==> config.mk <==
export PLATFORM = sky130hd
export DESIGN_NAME = rr_mux_arbiter
export DESIGN_NICKNAME = d
export VERILOG_FILES = /design/src/rtl/rr_mux_arbiter_pkg.sv /design/src/rtl/rr_mux_arbiter_pick.sv /design/src/rtl/rr_mux_arbiter.sv
export SDC_FILE = /design/constraint.sdc
export NUM_CORES = 1
export LEC_CHECK = 0
export ABC_AREA = 1
export BUFFER_PORTS_ARGS = -buffer_cell sky130_fd_sc_hd__buf_2
export CAP_MARGIN = 20
export CORE_ASPECT_RATIO = 1.4
export CORE_MARGIN = 5
export CORE_UTILIZATION = 25
export DETAILED_ROUTE_END_ITERATION = 16
export GPL_TIMING_DRIVEN = 0
export PLACE_DENSITY = 0.54
export SKIP_CTS_REPAIR_TIMING = 1
export SLEW_MARGIN = 20
export SYNTH_ARGS = -nofsm -noshare
export SYNTH_HDL_FRONTEND = slang
export SYNTH_SLANG_ARGS = --single-unit
==> constraint.sdc <==
create_clock -name clk -period 3.8 [get_ports clk]
set_input_delay 0.38 -clock clk [delete_from_list [all_inputs] [get_ports clk]]
set_output_delay 0.38 -clock clk [all_outputs]
set_load 0.005 [all_outputs]
==> src/rtl/rr_mux_arbiter_pkg.sv <==
// Shared types for the round-robin arbiter around the mux select tree.
package rr_mux_arbiter_pkg;

    typedef enum logic [1:0] {
        ST_IDLE    = 2'd0,
        ST_CAPTURE = 2'd1,
        ST_OUT     = 2'd2
    } arb_state_e;

    // Number of bits needed to index n entries (minimum 1).
    function automatic int clog2_f(input int n);
        int w;
        w = 1;
        while ((1 << w) < n) begin
            w = w + 1;
        end
        return w;
    endfunction

endpackage

==> src/rtl/rr_mux_arbiter_pick.sv <==
// Combinational round-robin winner pick: the source just after 'last' has top priority.
module rr_pick
    import rr_mux_arbiter_pkg::*;
#(
    parameter int NUM_IN = 4,
    localparam int IDX_W = clog2_f(NUM_IN)
) (
    input  logic [NUM_IN-1:0] req,
    input  logic [IDX_W-1:0]  last,
    output logic              any,
    output logic [IDX_W-1:0]  win
);

    logic [2*NUM_IN-1:0] dbl;
    logic [NUM_IN-1:0]   rot;
    logic [IDX_W:0]      shamt;
    logic [IDX_W-1:0]    off;

    always_comb begin
        shamt = {1'b0, last} + {{IDX_W{1'b0}}, 1'b1};
        dbl   = {req, req} >> shamt;
        rot   = dbl[NUM_IN-1:0];
        off   = '0;
        // Scan downward so the lowest set bit of the rotated vector wins.
        for (int i = NUM_IN - 1; i >= 0; i--) begin
            if (rot[i]) begin
                off = IDX_W'(i);
            end
        end
        win = last + off + IDX_W'(1);
        any = |req;
    end

endmodule

==> src/rtl/rr_mux_arbiter.sv <==
// Round-robin arbiter driving the mux select and capturing its result into a valid/ready register.
module rr_mux_arbiter
    import rr_mux_arbiter_pkg::*;
#(
    parameter int SEL_BITS   = 2,
    parameter int DATA_WIDTH = 8,
    localparam int NUM_IN    = 1 << SEL_BITS
) (
    input  logic                  clk,
    input  logic                  rst,
    input  logic [NUM_IN-1:0]     req,
    output logic [NUM_IN-1:0]     gnt,
    output logic [SEL_BITS-1:0]   sel,
    input  logic [DATA_WIDTH-1:0] mux_data,
    output logic                  out_valid,
    input  logic                  out_ready,
    output logic [DATA_WIDTH-1:0] out_data,
    output logic [SEL_BITS-1:0]   out_src
);

    arb_state_e            state_q, state_d;
    logic [SEL_BITS-1:0]   sel_q, sel_d;
    logic [SEL_BITS-1:0]   last_q, last_d;
    logic [NUM_IN-1:0]     gnt_q, gnt_d;
    logic                  out_valid_q, out_valid_d;
    logic [DATA_WIDTH-1:0] out_data_q, out_data_d;
    logic [SEL_BITS-1:0]   out_src_q, out_src_d;

    logic                  pick_any;
    logic [SEL_BITS-1:0]   pick_win;

    rr_pick #(
        .NUM_IN (NUM_IN)
    ) u_pick (
        .req  (req),
        .last (last_q),
        .any  (pick_any),
        .win  (pick_win)
    );

    always_comb begin
        state_d     = state_q;
        sel_d       = sel_q;
        last_d      = last_q;
        gnt_d       = '0;
        out_valid_d = out_valid_q;
        out_data_d  = out_data_q;
        out_src_d   = out_src_q;

        case (state_q)
            ST_IDLE: begin
                if (pick_any) begin
                    sel_d           = pick_win;
                    last_d          = pick_win;
                    gnt_d[pick_win] = 1'b1;
                    state_d         = ST_CAPTURE;
                end
            end
            ST_CAPTURE: begin
                out_data_d  = mux_data;
                out_src_d   = sel_q;
                out_valid_d = 1'b1;
                state_d     = ST_OUT;
            end
            ST_OUT: begin
                // gnt is registered, so it is raised on entry to CAPTURE, not in it.
                if (out_ready) begin
                    out_valid_d = 1'b0;
                    if (pick_any) begin
                        sel_d           = pick_win;
                        last_d          = pick_win;
                        gnt_d[pick_win] = 1'b1;
                        state_d         = ST_CAPTURE;
                    end else begin
                        state_d = ST_IDLE;
                    end
                end
            end
            default: begin
                state_d = ST_IDLE;
            end
        endcase
    end

    always_ff @(posedge clk or posedge rst) begin
        if (rst) begin
            state_q     <= ST_IDLE;
            sel_q       <= '0;
            last_q      <= SEL_BITS'(NUM_IN - 1);
            gnt_q       <= '0;
            out_valid_q <= 1'b0;
            out_data_q  <= '0;
            out_src_q   <= '0;
        end else begin
            state_q     <= state_d;
            sel_q       <= sel_d;
            last_q      <= last_d;
            gnt_q       <= gnt_d;
            out_valid_q <= out_valid_d;
            out_data_q  <= out_data_d;
            out_src_q   <= out_src_d;
        end
    end

    assign gnt       = gnt_q;
    assign sel       = sel_q;
    assign out_valid = out_valid_q;
    assign out_data  = out_data_q;
    assign out_src   = out_src_q;

endmodule

* After elaboration in Yosys (flattened, before gate mapping)
Cells that the tools add are included.
** Word-level totals
- Register bits :: 21
- Input bits :: 15
- Output and inout bits :: 17
** Operators by class
- Add/sub/neg operators :: 3
- Magnitude comparators :: 2
- Equal/unequal tests :: 4
- Shift operators :: 1
- Multiplexer cells :: 21
- Reduce and logical (&&, ||, !) cells :: 8
** Operator list (count)
- $mux W2 :: 10
- $mux W4 :: 2
- $pmux W2 S2 :: 2
- $pmux W4 S2 :: 1
- $shr A8 B3 Y4 :: 1
- $pmux W2 S3 :: 1
- $reduce_and A2 Y1 :: 3
- $ne A2 B2 Y1 const B :: 2
- $reduce_bool A2 Y1 :: 2
- $reduce_or A4 Y1 :: 1
- $add A2 B1 Y3 const B :: 1
- $lt A2 B3 Y1 const B :: 1
- $mux W1 :: 3
- $add A2 B1 Y2 const B :: 1
- $add A2 B2 Y2 :: 1
- $demux W1 S2 :: 1
- $eq A2 B1 Y1 const B :: 1
- $eq A2 B2 Y1 const B :: 1
- $ge A2 B1 Y1 const B :: 1
- $logic_not A2 Y1 :: 1
- $pmux W1 S2 :: 1
- $logic_and A1 B1 Y1 :: 1

* Logic depth before layout (Yosys ltp)
- Word-level depth :: 15
- Mapped depth :: 13

* Modules after synthesis
Synthesis repeated with hierarchy kept, for this count alone.
** Second synthesis, totals
- Cell total of the unflattened synthesis :: 128
- Area total of the unflattened synthesis :: 1012.2 um^2
** Modules (own cells, without submodules)
- rr_mux_arbiter :: instances 1, cells each 90, area an instance 837.1 um^2, seq. area each 528.0 um^2
- rr_pick :: instances 1, cells each 38, area an instance 175.2 um^2, seq. area each 0.0 um^2

* Least setup slack after synthesis
No wires, ideal clock.
- Kind :: reg2reg
- Start point :: reg last_q[0]
- End point :: reg gnt_q[3] (netlist: gnt[3])
- Setup time :: 0.072 ns
- Arrival time :: 1.783 ns
- Setup slack :: 1.945 ns
- Cell stages (with the launch flop) :: 14
- Cell sequence :: dfstp_2 -> inv_2 -> nand2_2 -> nand3_1 -> nand2_2 -> nand3_1 -> nand2_1 -> nand2_1 -> ha_1 -> xnor2_2 -> bufinv_8 -> nand2_4 -> nand2_2 -> nor2_1
** On the way
- Cells in the longest elaborated chain, start to end :: 15
- Elaborated cells between the ends (all ways) :: 16
- Those cells by class :: 3 x add/sub; 2 x order compare; 1 x shift; 9 x mux; 1 x reduce/logical
** Ends and longest elaborated chain
- start, declared :: line rr_mux_arbiter.sv:23 : logic [SEL_BITS-1:0] last_q, last_d;
- start signal, assigned :: line rr_mux_arbiter.sv:89 : last_q <= SEL_BITS'(NUM_IN - 1);
- start signal, assigned :: line rr_mux_arbiter.sv:97 : last_q <= last_d;
- $add A2 B1 Y3 :: line rr_mux_arbiter_pick.sv:20 : shamt = {1'b0, last} + {{IDX_W{1'b0}}, 1'b1};
- $shr A8 B3 Y4 :: line rr_mux_arbiter_pick.sv:21 : dbl = {req, req} >> shamt;
- $mux W2 (4 in a row) :: line rr_mux_arbiter_pick.sv:26 : if (rot[i]) begin
- $add A2 B2 Y2 (*) :: line rr_mux_arbiter_pick.sv:30 : win = last + off + IDX_W'(1);
- $add A2 B1 Y2 (*) :: line rr_mux_arbiter_pick.sv:30
- $lt A2 B3 Y1 (implied by the code) or $ge A2 B1 Y1 (tied branches) :: line rr_mux_arbiter.sv:55, rr_mux_arbiter.sv:72
- $logic_and A1 B1 Y1 (implied by the code) :: line rr_mux_arbiter.sv:55, rr_mux_arbiter.sv:72
- $mux W1 (implied by the code) :: line rr_mux_arbiter.sv:55, rr_mux_arbiter.sv:72
- $demux W1 S2 (*) :: line rr_mux_arbiter.sv:55, rr_mux_arbiter.sv:72
- $mux W4 (*) :: line rr_mux_arbiter.sv:52, rr_mux_arbiter.sv:69
- $mux W4 :: line rr_mux_arbiter.sv:67 : if (out_ready) begin
- $pmux W4 S2 (*) :: line rr_mux_arbiter.sv:50 : case (state_q)
- via gnt_d[3] :: line rr_mux_arbiter.sv:24 : logic [NUM_IN-1:0] gnt_q, gnt_d;
- end signal, assigned :: line rr_mux_arbiter.sv:98 : gnt_q <= gnt_d;
- end, declared :: line rr_mux_arbiter.sv:24
The timed path passes the listed nets; every way through them passes the cells marked *.
A chain may end at the register's enable or synchronous reset.

* Worst setup path after layout
- Start point :: reg last_q[0]
- End point :: reg gnt_q[2] (netlist: gnt[2])
The elaborated chain is that of the path after synthesis.

==> summary.md <==
| Metric | Value |
|---|---|
| Area growth, synth to finish | `24.4%` |
| Internal power | `0.707 mW` |
| Die height | `86.3 µm` |
| RSZ-0062 raised after global routing | `false` |
| Synth Area per Inst | `8.81 µm²` |
| Placed Area | `0.00125 mm²` |
| Worst-margin pin slew | `0.762 ns` |
| Clock network power share | `0.116` |
| Non-Filler Instances | `196` |
| Crit share post-route | `0.537` |
| Post-detail-place hpwl | `1.72 mm` |
| CP peak stage delay | `0.58 ns` |
| DRT antenna net count | `0` |
| Total die area | `0.00557 mm²` |
| Startpoint Class | `flip-flop` |
| Worst path cell trace | `inv_2, nand2_2, nand3_1, nand2_2, nand3_1, nand2_1, nand2_1, ha_1, xnor2_2, bufinv_8, nand2_4, nand2_2, nor2_1` |
| Highest-delay cell along the critical path | `dfstp_2` |
| Starting density of the core | `0.261` |
| Hold Fails Final Rpt | `0` |
| Clk sinks | `21` |
| Most frequent cells in the layout | `nand2_1, buf_2, dfrtp_1` |
| Reg-to-reg setup timing slack | `1.76 ns` |
| Total routed wirelength | `2.12 mm` |
| Max Clock Freq | `0.490 GHz` |
| Clk slew on worst S/H paths | `0.07 ns` |
| Max cap viols | `0` |
| Syn_nets | `134` |
| Worst Path Class, Setup | `reg2reg` |
| CP arrival | `2.22 ns` |
| CP endpoint kind | `flip-flop` |
| Max FO, Critical Path | `6` |
| Worst Skew | `0.00544 ns` |
| Distinct cells, synth | `21` |
| DR pass1 iterations | `4` |
| Register area share after synthesis | `0.508` |
| Netlist Area Pre-Place | `0.00104 mm²` |
| Overflow after GRT | `0` |
| Worst slew margin | `0.491` |
| YS warnings | `0` |
| Flip-flop and latch count after synthesis | `21` |
| Diodes inserted | `0` |
| IO Count | `32` |
| Switching share of power | `0.421` |
| CORE AREA | `0.00399 mm²` |
| TritonCTS clock tree | `yes` |
| Final Max Slew Viols | `0` |
| Clk Latency, worst-skew pair | `0.26 ns` |
| CTS buffer count | `3` |
| Net Switching | `0.513 mW` |
| Comb pwr share | `0.567` |
| Initial antenna violation count | `0` |
| VDD IR-drop max | `0.370 mV` |
| Seq pwr share | `0.317` |
| Cells after Synth | `118` |
| CTS Buffer Depth | `2` |
| Rows | `27` |
| Setup total negative slack | `0 ns` |
| Vias per inst | `4.45` |
| Via count | `872` |
| Outcome | `completed` |
| Inst Count DP | `192` |
| Layout Nets | `170` |
| Minimum clock period | `2.04 ns` |
| Total Routing Usage GR | `0.0826` |
| H-tree Lvls | `1` |
| CTS root buffer | `clkbuf_8` |
| Hold Crit Class | `in2async` |
| Final setup viols | `0` |
| Routability Congestion | `0.779` |
| Leak | `0.715 nW` |
| Final instance area | `0.00129 mm²` |
| Largest net degree at the start of global routing | `22` |
| Drt drc | `0` |
| Commonest non-fill, non-tap cell in the layout | `nand2_1` |
| First-pass GRT wire length | `3.67 mm` |
| CP required | `3.98 ns` |
| Initial DRC Count | `18` |
| Number of global-route vias before repair | `846` |
| Critical Path Most Common Cell | `nand2_2` |
| Power per cell area | `943 mW/mm²` |
| Total power draw | `1.22 mW` |
| Die width | `64.5 µm` |
| IO buf count | `31` |
| WHS | `0.254 ns` |
| Layout cells sized above 1 | `0.379` |
| DR WL/cell | `10.8 µm` |
[power by group through the flow]
stage                     sequential [mW]  combinational, mW  clock (mW)
after floorplan                     0.395              0.522           0
after global placement              0.389              0.687           0
after detailed placement            0.390              0.704           0
after CTS                           0.387              0.706       0.148
after global routing                0.399              0.786       0.157
final                               0.386              0.693       0.142
[cell families after synthesis]
family / Yosys count / share of synthesized area
compound gates: 7 / 0.0337
xor+xnor: 1 / 0.0156
fa+ha+maj: 1 / 0.0120
buf+inv: 13 / 0.0722
flops: 21 / 0.508
simple gates: 75 / 0.359
[cell type report]
class	count	area [µm²]
Buffer	2	15.0
Clock buffer	4	45.0
Fill cell	418	2690
Inverter	11	60.1
Multi-Input combinational cell	84	437
Sequential cell	21	528
Tap cell	43	53.8
Timing Repair Buffer	31	155
[critical path, delay by kind of cell, from the launching register on]
kind	cells	cell delay [ns]
xor+xnor	1	0.22
flops	1	0.58
buf+inv	2	0.33
fa+ha+maj	1	0.20
simple gates	9	0.65
[through the flow]
| step | util | setup WS, ns |
|---|---|---|
| after global routing | 0.325 | 1.63 |
| final | 0.325 | 1.76 |
| after detailed placement | 0.313 | 1.79 |
| after CTS | 0.325 | 1.75 |
| after floorplan | - | 1.95 |
| after global placement | 0.313 | 1.82 |
[state kept, by name, summed over array words and instances, names as in the netlist]
name and flops:
gnt 4, out_src 2, state_q 2, last_q 2, sel 2, out_valid 1, out_data 8
[path summary, 6_finish.rpt]
| check | from | end | depth (start not counted) |
|---|---|---|---|
| worst max-delay path | last_q[0] | gnt[2] | 13 |
| worst max register to register | last_q[0] | gnt[2] | 13 |
| worst min register to register | out_src[1] | out_src[1] | 2 |
| max in group asynchronous | rst | out_src[1] | 2 |
| min in group clk | mux_data[1] | out_data[1] | 3 |
| worst min-delay path | rst | out_data[1] | 2 |
[per-layer routing]
metal,vias to the layer above,part of all wire,global-route usage
met1,404,0.42,0.0957
met4,0,0.015,0.0462
met5,-,0,0
met2,33,0.48,0.141
li1,431,-,-
met3,4,0.085,0.0169
[synthesized netlist by cell type (all sizes together)]
library cell | n | area share
bufinv | 1 | 0.017
a21oi | 3 | 0.014
nor2 | 5 | 0.018
dfrtp | 19 | 0.46
inv | 8 | 0.029
clkinv | 2 | 0.012
o21ai | 4 | 0.019
nand2 | 58 | 0.26
dfstp | 2 | 0.051
buf | 1 | 0.011
ha | 1 | 0.012
xnor2 | 1 | 0.016
nand3 | 11 | 0.079
clkbuf | 1 | 0.0036
or2 | 1 | 0.0060
Note: power is estimated with default switching activity, not from simulation.
